==> src/rtl/sum_pkg.sv <==
// Shared definitions for the byte-serial adder/subtractor: state encoding,
// adder slice width and a constant-evaluable ceiling-log2 helper.
package sum_pkg;

  localparam int BYTE_W = 8;

  typedef enum logic [1:0] {
    IDLE = 2'd0,
    RUN  = 2'd1,
    DONE = 2'd2
  } state_t;

  // Number of bits needed to index n items (n >= 2).
  function automatic int clog2(input int n);
    int r;
    r = 0;
    for (int v = n - 1; v > 0; v = v >> 1) begin
      r = r + 1;
    end
    return r;
  endfunction

endpackage

==> src/rtl/sum_sequencer_byte_adder.sv <==
// Combinational 8-bit slice adder with carry in/out; the single arithmetic
// resource that the sequencer time-multiplexes across operand bytes.
module byte_adder
  import sum_pkg::*;
(
  input  logic [BYTE_W-1:0] x,
  input  logic [BYTE_W-1:0] y,
  input  logic              cin,
  output logic [BYTE_W-1:0] s,
  output logic              cout
);

  logic [BYTE_W:0] sum;

  assign sum       = {1'b0, x} + {1'b0, y} + {{BYTE_W{1'b0}}, cin};
  assign {cout, s} = sum;

endmodule

==> src/rtl/sum_sequencer.sv <==
// Multi-precision add/subtract: one byte per cycle, LSB first, carry held in a
// flop between bytes. The result register only updates on the done cycle.
module sum_sequencer
  import sum_pkg::*;
#(
  parameter int WORD_BYTES = 4
) (
  input  logic                      clk,
  input  logic                      rst_n,
  input  logic                      start,
  input  logic                      sub,
  input  logic [WORD_BYTES*8-1:0]   a,
  input  logic [WORD_BYTES*8-1:0]   b,
  output logic                      busy,
  output logic                      done,
  output logic [WORD_BYTES*8:0]     result
);

  localparam int                IDX_W    = clog2(WORD_BYTES);
  localparam logic [IDX_W-1:0]  LAST_IDX = IDX_W'(WORD_BYTES - 1);

  state_t                          state;
  state_t                          state_nxt;
  logic [IDX_W-1:0]                idx;
  logic                            carry;
  logic                            sub_q;
  logic [WORD_BYTES-1:0][BYTE_W-1:0] a_q;
  logic [WORD_BYTES-1:0][BYTE_W-1:0] b_q;
  logic [WORD_BYTES-1:0][BYTE_W-1:0] stage_q;
  logic                            stage_msb;
  logic [BYTE_W-1:0]               x_byte;
  logic [BYTE_W-1:0]               y_byte;
  logic [BYTE_W-1:0]               s_byte;
  logic                            cout;
  logic                            last_byte;

  // Subtraction inverts B here; the +1 comes from carry being preset to sub.
  assign x_byte    = a_q[idx];
  assign y_byte    = b_q[idx] ^ {BYTE_W{sub_q}};
  assign last_byte = (idx == LAST_IDX);
  assign busy      = (state != IDLE);

  byte_adder u_adder (
    .x    (x_byte),
    .y    (y_byte),
    .cin  (carry),
    .s    (s_byte),
    .cout (cout)
  );

  always_ff @(posedge clk or negedge rst_n) begin
    if (!rst_n) begin
      state <= IDLE;
    end else begin
      state <= state_nxt;
    end
  end

  always_comb begin
    state_nxt = state;
    case (state)
      IDLE:    if (start) state_nxt = RUN;
      RUN:     if (last_byte) state_nxt = DONE;
      DONE:    state_nxt = IDLE;
      default: state_nxt = IDLE;
    endcase
  end

  // Operand capture, byte stepping and staging of partial results.
  always_ff @(posedge clk or negedge rst_n) begin
    if (!rst_n) begin
      a_q       <= '0;
      b_q       <= '0;
      sub_q     <= 1'b0;
      carry     <= 1'b0;
      idx       <= '0;
      stage_q   <= '0;
      stage_msb <= 1'b0;
    end else begin
      case (state)
        IDLE: begin
          if (start) begin
            a_q   <= a;
            b_q   <= b;
            sub_q <= sub;
            carry <= sub;
            idx   <= '0;
          end
        end
        RUN: begin
          stage_q[idx] <= s_byte;
          carry        <= cout;
          if (last_byte) begin
            stage_msb <= cout;
          end else begin
            idx <= idx + 1'b1;
          end
        end
        default: begin
        end
      endcase
    end
  end

  // Result publishes whole-word only, so partial bytes are never visible.
  always_ff @(posedge clk or negedge rst_n) begin
    if (!rst_n) begin
      done   <= 1'b0;
      result <= '0;
    end else begin
      done <= (state == DONE);
      if (state == DONE) begin
        result <= {stage_msb, stage_q};
      end
    end
  end

endmodule

==> config.mk <==
export PLATFORM = sky130hd
export DESIGN_NAME = sum_sequencer
export DESIGN_NICKNAME = d
export VERILOG_FILES = /design/src/rtl/sum_pkg.sv /design/src/rtl/sum_sequencer_byte_adder.sv /design/src/rtl/sum_sequencer.sv
export SDC_FILE = /design/constraint.sdc
export NUM_CORES = 1
export LEC_CHECK = 0
export ABC_AREA = 1
export CAP_MARGIN = 15
export CORE_AREA = 5 5 115 117
export DETAILED_ROUTE_END_ITERATION = 12
export DIE_AREA = 0 0 120 122
export HOLD_SLACK_MARGIN = 0.06
export PLACE_DENSITY_LB_ADDON = 0.25
export SLEW_MARGIN = 20
export SYNTH_ARGS = -nofsm -noshare
export SYNTH_HDL_FRONTEND = slang
export SYNTH_SLANG_ARGS = --single-unit
==> constraint.sdc <==
create_clock -name clk -period 3.3 [get_ports clk]
set_clock_uncertainty 0.1 [all_clocks]
set_input_delay 0.66 -clock clk [delete_from_list [all_inputs] [get_ports clk]]
set_output_delay 0.66 -clock clk [all_outputs]
set_load 0.03 [all_outputs]
; ---- After elaboration in Yosys (flattened, before gate mapping)
; Cells that the tools add are included.
[op_classes]
order_cmp = 2
n_eq_ne = 6
mux = 15
n_reduce_logical = 9
addsub = 3
n_bitwise = 1
[ops]
columns = cell, n
row1 = binary-select mux 8 bit (select 2 bit), 2
row2 = bitwise mux 32 bit, 1
row3 = two-way mux 8 bit, 3
row4 = demux 8 bit (select 2 bit), 1
row5 = adder 8 x 8 -> 9 bit, 1
row6 = adder 9 x 1 -> 9 bit, 1
row7 = two-way mux 2 bit, 4
row8 = case mux 2 bit (2 select lines), 2
row9 = AND reduction 2 bit, 4
row10 = XOR 8 bit, 1
row11 = "inequality test 2 bit, second input constant", 3
row12 = "equality test 2 bit, second input constant", 2
row13 = nonzero test 2 bit, 2
row14 = "less-than comparator 2 x 3 -> 1 bit, second input constant", 1
row15 = AND reduction 3 bit, 1
row16 = "adder 2 x 1 -> 2 bit, second input constant", 1
row17 = "equality test 2 x 1 -> 1 bit, second input constant", 1
row18 = "greater-or-equal comparator 2 x 1 -> 1 bit, second input constant", 1
row19 = zero test 2 bit, 1
row20 = case mux 1 bit (2 select lines), 1
row21 = logical AND 1 bit, 1
row22 = two-way mux 1 bit, 1
[totals]
regBits = 137
inputBits = 68

; ---- Depth between registers and ports, before layout
; Gate-level depths: netlist (run 1).
[logic_depth]
word_depth = 6
depth_mapped = 15
depth_no_buf = 14

; ---- By module
; A second synthesis (run 1) with hierarchy kept.
[unflattened]
hier_cells = 753
hier_area_um2 = 6218.5
[by_module_without_submodules]
columns = mod, n_inst, seq_area_each_um2, area_each_um2, cells_per_inst
row1 = sum_sequencer, 1, 3428.3, 5831.8, 694
row2 = byte_adder, 1, 0.0, 386.6, 59

; ---- Worst setup path before layout (run 1)
; No wires, ideal clock.
[synth_path]
path_kind = reg-to-reg
from = register idx[0]
to = register stage_q[12] in the netlist's numbering
n_path_buf = 1
path_slack_ps = 703
path_stages_with_launch = 12
required_ps = 3135
t_arrival_ps = 2433
setup_time_ps = 65
synth_period_minus_slack_ps = 2597
cell_sequence = dfrtp_1 > clkbuf_1 > nand2_1 > nand3_1 > nand2_1 > xor2_1 > fa_1 > fa_1 > o21ai_2 > xor2_1 > nand2_1 > nand2_1
[synth_between]
elab_chain_cells = 6
word_cells_on_any_way = 13
cone_classes = 2 x add/sub / 2 x order compare / 7 x mux / 1 x bitwise / 1 x reduce/logical
[synth_lines]
columns = element, line
row1 = "start, declared", sum_sequencer.sv:24  ; logic [IDX_W-1:0] idx;
row2 = "start signal, assigned", sum_sequencer.sv:96  ; idx <= idx + 1'b1;
row3 = binary-select mux 8 bit (select 2 bit), sum_sequencer.sv:39  ; assign y_byte = b_q[idx] ^ {BYTE_W{sub_q}};
row4 = two-way mux 8 bit (implied by the code), sum_sequencer.sv:39
row5 = XOR 8 bit, sum_sequencer.sv:39
row6 = adder 8 x 8 -> 9 bit, sum_sequencer_byte_adder.sv:15  ; assign sum = {1'b0, x} + {1'b0, y} + {{BYTE_W{1'b0}}, cin};
row7 = adder 9 x 1 -> 9 bit, sum_sequencer_byte_adder.sv:15
row8 = bitwise mux 32 bit *, sum_sequencer.sv:91  ; stage_q[idx] <= s_byte;
row9 = "end signal, assigned by index", sum_sequencer.sv:91
row10 = "end, declared", sum_sequencer.sv:29  ; logic [WORD_BYTES-1:0][BYTE_W-1:0] stage_q;
; Mark *: on every way between the ends. The rest lies on a longest branch, timed or not. The select of a mux whose other input is x is not followed.
; A chain may end at the register's enable or synchronous reset.

; ---- Final worst setup path (run 1)
[layout_path]
from = register idx[0]
to = register stage_q[4] in the netlist's numbering
; The elaborated chain is that of the path after synthesis.

==> flow_summary.ini, run 1 <==
[power]
power_density_mw_per_mm2 = 1261
p_seq_share_pct = 29.1
swShare_pct = 44.33
clock_power_share_pct = 20.7
pwr-share-comb_pct = 50.2
power_mw = 10.09
p_leak_nw = 4.077
peakVddDrop_v = 0.0007088
p_sw_mw = 4.473
p_int_mw = 5.616

[sta]
final.min_clock_period_ps = 2778
slew_headroom_pct = 47.24
finalCritPeriodShare_pct = 84.18
final-hold-violation-count = 0
timing.fmax_ghz = 0.3600
worst_slew_pin_slew_ps = 791.4
report.final.slew_viol_count = 0
setup_tns_ps = 0
setup-violations-final = 0
rsz0062_at_grt = no

[synth]
synth_area_mm2 = 0.006241
ys_types = 31
yosys_register_bits = 137
synth_top_cell_by_area = dfrtp_1
yosysTopAreaCellShare_pct = 54.93
ys_seq_area_share_pct = 54.93
ys.warnings.count = 0
syn_inst = 746
syn_nets = 827
synth_area_leaders = dfrtp_1 55%, nand2_1 24%, nand3_1 2.8%, o21ai_0 2.3%, ha_1 2.2%
synth_area_per_cell_um2 = 8.366

[min_path]
hp-class = primary input to async pin

[routing]
vias = 5165
routed_wl_mm = 14.73
ant_nets = 0
drc_errors = 0
first_iter_violations = 381
wl_per_cell_um = 14.56
firstDrtPassIters = 5
via_per_inst = 5.104

[grt]
grt_first_pass_wirelength_mm = 25.01
grt_usage_pct = 21.38
gr-total-overflow = 0
grt_pass1_vias = 5319
grt_max_degree = 65
antenna_found_initial = 0

[worst_setup_path]
crit_arrival_ps = 3030
cp.required_ps = 3550
crit_fanout = 15
cp-start-kind = register
end_kind = register
critical_path_class = register to register

[cells_and_area]
drive_above_1_share_pct = 8.817
area_delta_synth_final_pct = 28.23
layout.nets = 930
fillCellCount = 1022
mostFrequentLayoutCell = nand2_1
final_cells = 1012
antenna_cells = 0
mostFrequentLayoutCells = 393 x nand2_1, 137 x dfrtp_1, 101 x clkdlybuf4s50_1

[cts]
cts_sinks = 137
ctsResizeCount = 0
root_buffer = clkbuf_16
clockBufferDepth = 2
cts_tree = yes
holdBufCountCts = 0
clk_latency_ps = 420
postCtsSetupBuffers = 0
clkSlewWorstSetupHoldPaths_ps = 60
cts_buffers = 17
htreeDepth = 4

[floorplan]
placementRows = 41
die_h_um = 122
fp.dieArea_mm2 = 0.01464
initial_core_util_pct = 50.90
io_pins = 103
coreArea_mm2 = 0.01226
chipWidth_um = 120

[status]
status = finished clean

[placement]
gp_congestion = 0.9353
placed_cells = 980
dp_hpwl_mm = 10.53
portBuffers = 102

[flow_run]
cap_violations = 0
-- path summary, 6_finish.rpt --
path | from | endpoint | slack (ps) | cells after the start
worst max-delay path | idx[0] | stage_q[4] | 520 | 11
worst min-delay path | rst_n | result[11] | 240 | 1
worst max register to register | idx[0] | stage_q[4] | 520 | 11
worst min register to register | result[14] | result[14] | 370 | 2
max in group asynchronous | rst_n | a_q[23] | 2170 | 2
min in group clk | result[14] | result[14] | 370 | 2
-- area by class of cell --
| type | count | area (um2) | area share (%) |
|---|---|---|---|
| clock buffer | 18 | 429.2 | 5.363 |
| clock inverter | 14 | 220.2 | 2.752 |
| inverter | 39 | 146.4 | 1.829 |
| multi-input combinational | 540 | 2457 | 30.71 |
| sequential | 137 | 3428 | 42.84 |
| tap | 150 | 187.7 | 2.345 |
| timing repair buffer | 114 | 1134 | 14.17 |
-- state kept, by name (all words and copies together), names as in the netlist --
| register | count |
|---|---|
| carry | 1 |
| result | 33 |
| a_q | 32 |
| state | 2 |
| stage_msb | 1 |
| stage_q | 32 |
| done | 1 |
| sub_q | 1 |
| b_q | 32 |
| idx | 2 |
-- Yosys cell counts, drive strengths merged --
cell    instances
nand2         396
dfrtp         137
o21ai          44
inv            39
nand3          36
buf            21
nor2           19
ha             11
clkbuf          9
xor2            9
o22ai           6
a21oi           5
or2             4
fa              2
xnor2           2
a32o            1
a32oi           1
nand3b          1
nand4           1
o211ai          1
o21a            1
-- cells by family (layout without fill, tap and decap cells) --
kind of cell / Yosys count / in the layout / synth area share (%)
xor+xnor: 11 / 11 / 1.544
buf+inv: 69 / 185 / 5.694
simple gates: 457 / 457 / 29.17
fa+ha+maj: 13 / 13 / 2.847
flops: 137 / 137 / 54.93
compound gates: 59 / 59 / 5.814
-- metrics by stage --
| stage | util, % | hold slack [ps] | worst slack [ps] | cell area, um2 |
|---|---|---|---|---|
| finish | 65.27 | 236.2 | 521.9 | 8003 |
| global route | 65.27 | 308.3 | 349.3 | 8003 |
| CTS | 65.27 | 253.9 | 545.1 | 8003 |
| detailed placement | 59.98 | 358.5 | 622.6 | 7353 |
| global placement | 59.98 | 352.9 | 725.8 | 7353 |
| floorplan | - | 264.4 | 702.6 | 6241 |
-- worst max-delay path: stages (launching register included) --
cell and delay [ps]:
dfrtp_1 400, buf_4 220, nand2_1 70, nand3_1 80
nand2_1 70, xor2_1 160, fa_1 450, fa_1 460
o21ai_2 200, xor2_1 320, nand2_1 110, nand2_1 80
-- per-layer routing --
metal	track usage, %	share of wire (%)	wire length (um)	vias up
met1	27.19	43	6371	2430
met3	4.550	5.6	828	33
met5	0	0	0	-
met4	9.664	2.9	422	0
li1	-	-	-	2525
met2	35.41	48	7112	177
-- power groups by stage --
stage,Combinational (mW),Sequential (mW),Clock (mW)
after floorplan,3.19,3.17,0
after global placement,4.77,2.93,0
after CTS,5.06,2.93,2.10
final,5.07,2.94,2.09
after global routing,5.64,3.02,2.18
after detailed placement,4.98,2.95,0
(Power assumes the default switching activity.)
==> inputs of run 2 (changes only) <==
--- a/config.mk
+++ b/config.mk
@@ -7,9 +7,9 @@
 export LEC_CHECK = 0
 export ABC_AREA = 1
 export CAP_MARGIN = 15
-export CORE_AREA = 5 5 115 117
+export CORE_AREA = 5 5 121 123
 export DETAILED_ROUTE_END_ITERATION = 12
-export DIE_AREA = 0 0 120 122
+export DIE_AREA = 0 0 126 128
 export HOLD_SLACK_MARGIN = 0.06
 export PLACE_DENSITY_LB_ADDON = 0.25
 export SLEW_MARGIN = 20
==> constraint.sdc (replaced) <==
create_clock -name clk -period 2.3 [get_ports clk]
set_clock_uncertainty 0.1 [all_clocks]
set_input_delay 0.46 -clock clk [delete_from_list [all_inputs] [get_ports clk]]
set_output_delay 0.46 -clock clk [all_outputs]
set_load 0.03 [all_outputs]
==> flow_summary.ini, run 2 (synthesis gave the netlist of run 1 again) <==
[floorplan]
initial_core_util_pct = 46.03
chipWidth_um = 126
io_pins = 103
fp.dieArea_mm2 = 0.01613
coreArea_mm2 = 0.01356
placementRows = 43
die_h_um = 128

[cells_and_area]
largest_reg_flops = 33
drive_above_1_share_pct = 19.77
area_delta_synth_final_pct = 39.72
antenna_cells = 0
mostFrequentLayoutCells = 364 x nand2_1, 136 x dfrtp_1, 100 x clkdlybuf4s50_1
largest-register = result
mostFrequentLayoutCell = nand2_1
layout.nets = 954
utilization_pct = 64.31
fillCellCount = 1107

[worst_setup_path]
worst_r2r_path_depth = 13
cp.required_ps = 2510
end_kind = register
rrSetupSlack_ps = -200
rr_endpoint = stage_q[30]
r2r_start = idx[0]
cp-start-kind = register
crit_fanout = 8
crit_arrival_ps = 2710
critical_path_class = register to register

[grt]
met3_usage_pct = 4.708
antenna_found_initial = 0
grt_first_pass_wirelength_mm = 24.92
gr-total-overflow = 0
grt-busiest-layer = met2
grt_max_degree = 46
met2_usage_pct = 31.74
grt_usage_pct = 19.22
grt_pass1_vias = 5198
grtUsageMet1_pct = 24.68

[routing]
firstDrtPassIters = 5
wl_per_cell_um = 14.68
vias = 5218
via_per_inst = 4.900
drc_errors = 0
first_iter_violations = 321
routed_wl_mm = 15.63
ant_nets = 0

[cts]
root_buffer = clkbuf_16
clockBufferDepth = 2
htreeDepth = 4
cts_sinks = 137
clkSlewWorstSetupHoldPaths_ps = 60
cts_tree = yes
cts_buffers = 17
clk_latency_ps = 420

[sta]
finalCritPeriodShare_pct = 108.6
report.final.slew_viol_count = 0
hold_ws_ps = 370.0
timing.fmax_ghz = 0.4003
worst_slew_pin_slew_ps = 726.9
final.min_clock_period_ps = 2498
slew_headroom_pct = 51.47
setup_tns_ps = -2778
rsz0062_at_grt = yes
final-hold-violation-count = 0
setup_slack_ps = -198.1
setup-violations-final = 26

[flow_run]
cap_violations = 0

[placement]
portBuffers = 102
gp_congestion = 0.8549
dp_hpwl_mm = 10.70
preCtsSetupSlack_ps = -164.2

[min_path]
hold_start = result[8]
hold-path-endpoint = result[8]
hp-class = register to register
hold_path_depth = 2

[status]
status = complete, but fails checks
violations = setup timing
[run 2: routing by layer]
layer / wire [um] / vias to the layer above
met5: 0 / -
met4: 378 / 0
met3: 740 / 27
met2: 7745 / 131
met1: 6770 / 2483
li1: - / 2577
[run 2: metrics by stage]
| stage | cells | cell area (um2) |
|---|---|---|
| floorplan | 746 | 6267 |
| global placement | 1031 | 7586 |
| detailed placement | 1031 | 7586 |
| CTS | 1063 | 8310 |
| global route | 1065 | 8720 |
| finish | 1065 | 8720 |
[run 2: how the worst max path moves through the flow]
stage	startpoint	cells after the start	slack (ps)	to
after detailed placement	idx[0]	11	-160	stage_q[28]
final	idx[0]	13	-200	stage_q[30]
after global placement	idx[1]	12	-50	stage_q[27]
after CTS	idx[0]	11	-110	stage_q[28]
after floorplan	idx[0]	12	-110	stage_q[12]
after global routing	idx[0]	13	-320	stage_q[30]
[run 2: critical path, cell delays in order, from the launching register on]
cell and delay (ps):
dfrtp_2 430, clkinv_4 140, clkbuf_16 180, nand2_1 70
nand3_1 70, nand2_1 90, xor2_1 260, ha_1 340
nand2_1 100, nand2_1 70, nand2_1 110, nand4_1 220
nand3_1 140, nand2_1 50
[run 2: area by class of cell]
cell class	instances	area [um2]	share of cell area, %
Multi-Input combinational cell	540	2887	33.10
Timing Repair Buffer	138	1389	15.93
Clock buffer	23	498.0	5.711
Tap cell	180	225.2	2.583
Sequential cell	137	3430	39.33
Clock inverter	8	140.1	1.607
Inverter	39	151.4	1.736
[run 2: what timing repair did]
item                                    in CTS  in global routing
endpoints found under the hold margin       27                  0
resized for setup                           18                 90
pin swaps                                    4                 25
endpoints found under the setup margin      30                 31
cloned                                       0                  1
setup buffers                                0                  3
hold buffers                                 1                  0
Power of run 2 is left out: the tool's default activity adds up to more than one toggle a clock period on the data nets, which glitch-free logic cannot reach.
==> inputs of run 3 (changes only) <==
--- a/config.mk
+++ b/config.mk
@@ -7,9 +7,9 @@
 export LEC_CHECK = 0
 export ABC_AREA = 1
 export CAP_MARGIN = 15
-export CORE_AREA = 5 5 121 123
+export CORE_AREA = 5 5 131 133
 export DETAILED_ROUTE_END_ITERATION = 12
-export DIE_AREA = 0 0 126 128
+export DIE_AREA = 0 0 136 138
 export HOLD_SLACK_MARGIN = 0.06
 export PLACE_DENSITY_LB_ADDON = 0.25
 export SLEW_MARGIN = 20
==> flow_summary.ini, run 3 (synthesis gave the netlist of run 1 again) <==
[flow_run]
cap_violations = 0

[grt]
grt-busiest-layer = met2
grt_max_degree = 64
antenna_found_initial = 0
gr-total-overflow = 0
met2_usage_pct = 25.87
met3_usage_pct = 4.173
grtUsageMet1_pct = 23.23
grt_usage_pct = 16.64
grt_first_pass_wirelength_mm = 25.01
grt_pass1_vias = 5022

[sta]
timing.fmax_ghz = 0.4093
final.min_clock_period_ps = 2443
report.final.slew_viol_count = 0
slew_headroom_pct = 67.66
setup_tns_ps = -1761
final-hold-violation-count = 0
finalCritPeriodShare_pct = 106.2
setup_slack_ps = -143.3
setup-violations-final = 18
hold_ws_ps = 365.6
rsz0062_at_grt = yes
worst_slew_pin_slew_ps = 485.1

[worst_setup_path]
crit_chain = buf_6, nand2_2, nand3_2, nand2_2, xor2_1, fa_2, fa_2, o21ai_4, xor2_2, nand2_1, nand2_1
worst-path-buf-inv = 1
cp.required_ps = 2560
crit_arrival_ps = 2700
end_kind = register
crit_fanout = 5
critical_path_class = register to register
cp-start-kind = register
path_delay_family = adder cells
slowest_delay_ps = 450
slowest_stage = dfrtp_2

[cts]
htreeDepth = 4
clkSlewWorstSetupHoldPaths_ps = 60
clockBufferDepth = 2
cts_buffers = 17
root_buffer = clkbuf_16
cts_sinks = 137
cts_tree = yes
clk_latency_ps = 420

[placement]
placed_area_mm2 = 0.007645
gp_congestion = 0.8460
portBuffers = 102
placed_cells = 1065
preCtsSetupSlack_ps = -155.0
dp_hpwl_mm = 10.82

[routing]
ant_nets = 0
via_per_inst = 4.559
wl_per_cell_um = 13.63
first_iter_violations = 316
routed_wl_mm = 15.03
drc_errors = 0
firstDrtPassIters = 4
vias = 5029

[floorplan]
io_pins = 103
initial_core_util_pct = 39.72
placementRows = 46
coreArea_mm2 = 0.01571
chipWidth_um = 136
die_h_um = 138
fp.dieArea_mm2 = 0.01877

[power]
power_mw = 16.23
peakVddDrop_v = 0.001164
p_leak_nw = 4.284
power_density_mw_per_mm2 = 1898

[cells_and_area]
antenna_cells = 0
largest-register = result
largest_reg_flops = 33
mostFrequentLayoutCell = nand2_1
utilization_pct = 54.41
ff_latch_area_mm2 = 0.003430
layout.nets = 955
fin_area_mm2 = 0.008549
drive_above_1_share_pct = 16.80
fillCellCount = 1486
mostFrequentLayoutCells = 374 x nand2_1, 136 x dfrtp_1, 100 x clkdlybuf4s50_1
final_cells = 1103
area_delta_synth_final_pct = 36.99
multi_input_area_mm2 = 0.002698

[status]
violations = setup timing
status = complete, but fails checks

[min_path]
hp-class = register to register
[run 3: cell count changes in the layout (fill, tap and decap cells not counted), sizes merged]
cell      previous run  this run
clkbuf              24        23
buf                 35        36
inv                 38        41
clkinv               5         4
bufinv               4         2
clkinvlp             0         2
[run 3: final timing paths]
path,startpoint,cells after the start,slack [ps],to
min in group asynchronous,rst_n,2,460,result[3]
min,result[9],2,370,result[9]
min reg2reg,result[9],2,370,result[9]
max in group asynchronous,rst_n,3,980,result[30]
max,idx[0],11,-140,stage_q[28]
max reg2reg,idx[0],11,-140,stage_q[28]
[run 3: worst min-delay path, delay by kind of cell (launching register included)]
family           cells  cell delay, ps
flip-flops           1             340
AND/OR/NAND/NOR      2              90
[run 3: area by class of cell]
class / count / area share (%)
inverters: 39 / 1.742
multi-input cells: 540 / 31.55
flip-flops and latches: 137 / 40.11
well taps: 216 / 3.161
clock buffers: 23 / 5.708
repair buffers: 138 / 16.32
repair inverters: 1 / 0.08781
clock inverters: 9 / 1.317
[run 3: power by group]
| part | internal (mW) | switching [mW] | total (mW) | leakage [nW] |
|---|---|---|---|---|
| combinational | 3.88 | 5.41 | 9.29 | 2.27 |
| sequential | 3.56 | 0.645 | 4.20 | 1.71 |
| clock | 1.72 | 1.02 | 2.74 | 0.294 |
| total | 9.15 | 7.08 | 16.2 | 4.28 |
[run 3: metal layers]
layer | wire, um | up-vias
li1 | - | 2578
met5 | 0 | -
met4 | 151 | 0
met3 | 745 | 17
met2 | 7164 | 110
met1 | 6972 | 2324
[run 3: timing repair]
action / in CTS / in global routing
cloned: 1 / 0
endpoints found under the hold margin: 48 / 0
setup endpoints to repair: 27 / 31
resized for setup: 28 / 44
hold buffers: 1 / 0
pin swaps: 13 / 35
buffers inserted: 1 / 4
==> RTL change (config.mk and constraints of run 2) <==
`WORD_BYTES`: 4 -> 5.
--- a/src/rtl/sum_sequencer.sv
+++ b/src/rtl/sum_sequencer.sv
@@ -3,7 +3,7 @@
 module sum_sequencer
   import sum_pkg::*;
 #(
-  parameter int WORD_BYTES = 4
+  parameter int WORD_BYTES = 5
 ) (
   input  logic                      clk,
   input  logic                      rst_n,
Ports: changed (resized a, b and result); port bits go from 103 to 127. No check against the original RTL was run, so the function may have changed too.
==> RTL change against run 2 <==
- the run still ends with negative setup slack left
- sequential cell count is 33 higher
- synthesized area is 22% higher
- final area is 25% higher
- largest cell class unchanged
- global-route usage is 7.2 points higher
- setup slack worse by 0.38 ns
- final cell count is 22% higher
- core utilization is 16 points higher
- routed wire length is 45% higher
- critical endpoint is now carry
Power is not shown: default switching activity piles up to over one toggle a cycle in this logic, so the estimate is an artifact.
==> RTL change: results <==
cells_and_area:
  drive_gt1_share_pct: 21.8
  layout.nets: 1201
  largest_reg_flops: 41
  antennaDiodeCount: 0
  top_register: "result"
timing:
  worstMarginPinSlew_ns: 0.751
  setup_viol: 37
  timing.final.ws_setup_ns: -0.574
worst_setup_path:
  crit_family: "simple AND/OR/NAND/NOR gates"
  critPathLaunch: "idx[0]"
  cp_max_fo: 7
  slowest_stage: "dfrtp_2"
  critPathMaxStageDelay_ns: 0.48
  cp_data_arrival_time_ns: 3.09
yosys:
  synth_ff_type: "dfrtp_1"
  synth_fp_nets: 1023
  synth_common_cells: "nand2_1, dfrtp_1, inv_1"
  ys_top_cells_by_area: "dfrtp_1, nand2_1, o21ai_0"
  yosysUniqueCellTypes: 33
  synthArstFlopShare_pct: 100
  synth-seq-area-share_pct: 55.7
  synth_warnings: 0
placed_design:
  portBuffers: 126
  dp_hpwl_um: 13000
  place_congestion: 0.877
drt:
  drtIter0Drc: 727
  drt-total-wl_um: 22600
  firstDrtPassIters: 6
  vias: 7154
status:
  violations: "negative setup slack"
  status: "complete, but fails checks"
clocking:
  clock_latency_ns: 0.43
  cts.clk_slew.worst_paths_ns: 0.07
  cts-htree-levels: 4
  cts-root-buf: "clkbuf_16"
  clock_path_buffers: 2
  cts_buffers: 17
global_route:
  track_usage_pct: 26.5
  grt_pass1_vias: 6919
  grt_pass1_wl_um: 33900
  antenna_found_initial: 0
  grt_max_degree: 61
worst_hold_path:
  hold_class: "reg -> reg"
  min_from: "result[20]"
## RTL change: changes by cell type after synthesis, sizes merged, moves of 3 or more
cell	run 2	this run
o22ai	6	0
a211oi	0	6
inv	39	83
nand3	36	42
a21oi	5	24
nand2	396	434
dfrtp	137	170
o21ai	44	72
clkbuf	9	14
buf	21	25
nor3	0	3
o211ai	1	6
## RTL change: cell families (layout without fill, tap and decap cells)
family	after synthesis	after routing	share of synthesized area, %
flops	170	170	55.7
buf+inv	122	313	6.70
xor+xnor	10	10	1.15
compound gates	109	109	7.68
simple gates	506	506	26.8
fa+ha+maj	11	11	2.00
## RTL change: per-stage QoR
step                instances  setup WS [ns]  hold slack (ns)  TNS, ns  cell area [um^2]
detailed placement       1246         -0.423            0.255   -10.91              9460
floorplan                 928         -0.171           0.0644    -2.26              7710
global route             1299         -0.634            0.387   -17.13             10900
CTS                      1293         -0.290            0.375    -6.70             10600
global placement         1246         -0.303            0.256    -8.48              9460
finish                   1299         -0.574            0.371   -15.50             10900
## RTL change: layer usage
metal	GRT usage (%)	up-vias	share of wire, %
met1	33.2	3391	38
met5	0	-	0
met2	42.8	421	48
li1	-	3232	-
met3	5.46	110	7.3
met4	15.3	0	5.9
## RTL change: final cells by class
type	count	area [um^2]
sequential	170	4260
inverter	83	327
tap	180	225
multi-input combinational	636	3500
clock inverter	14	160
timing repair buffer	198	1970
fill	802	2680
clock buffer	18	429
## RTL change: path summary, 6_finish.rpt
path | endpoint | cells after the start
setup / recovery | carry | 18
hold / removal | result[20] | 2
setup reg to reg | carry | 18
hold reg to reg | result[20] | 2
max in group asynchronous | idx[0] | 3
min in group asynchronous | stage_q[25] | 2
## RTL change: what timing repair did
| item | CTS | global route |
|---|---|---|
| gates resized for setup | 98 | 58 |
| gates cloned | 0 | 0 |
| hold buffers | 1 | 0 |
| setup buffers | 17 | 6 |
| hold endpoints to repair | 27 | 0 |
| setup endpoints to repair | 37 | 37 |
| pin swaps | 47 | 33 |
## RTL change: worst register-to-register path, cell delays in order, from the launching register on
cell,delay [ns]
dfrtp_2,0.48
buf_6,0.16
buf_12,0.12
buf_6,0.13
nand2_1,0.09
nand3_1,0.14
nand3_2,0.14
xor2_1,0.15
inv_1,0.12
ha_4,0.28
nand2_1,0.10
nand2_1,0.12
inv_2,0.11
o21ai_4,0.08
buf_4,0.14
nand2_1,0.08
nand3_1,0.08
nand2_1,0.10
inv_1,0.06
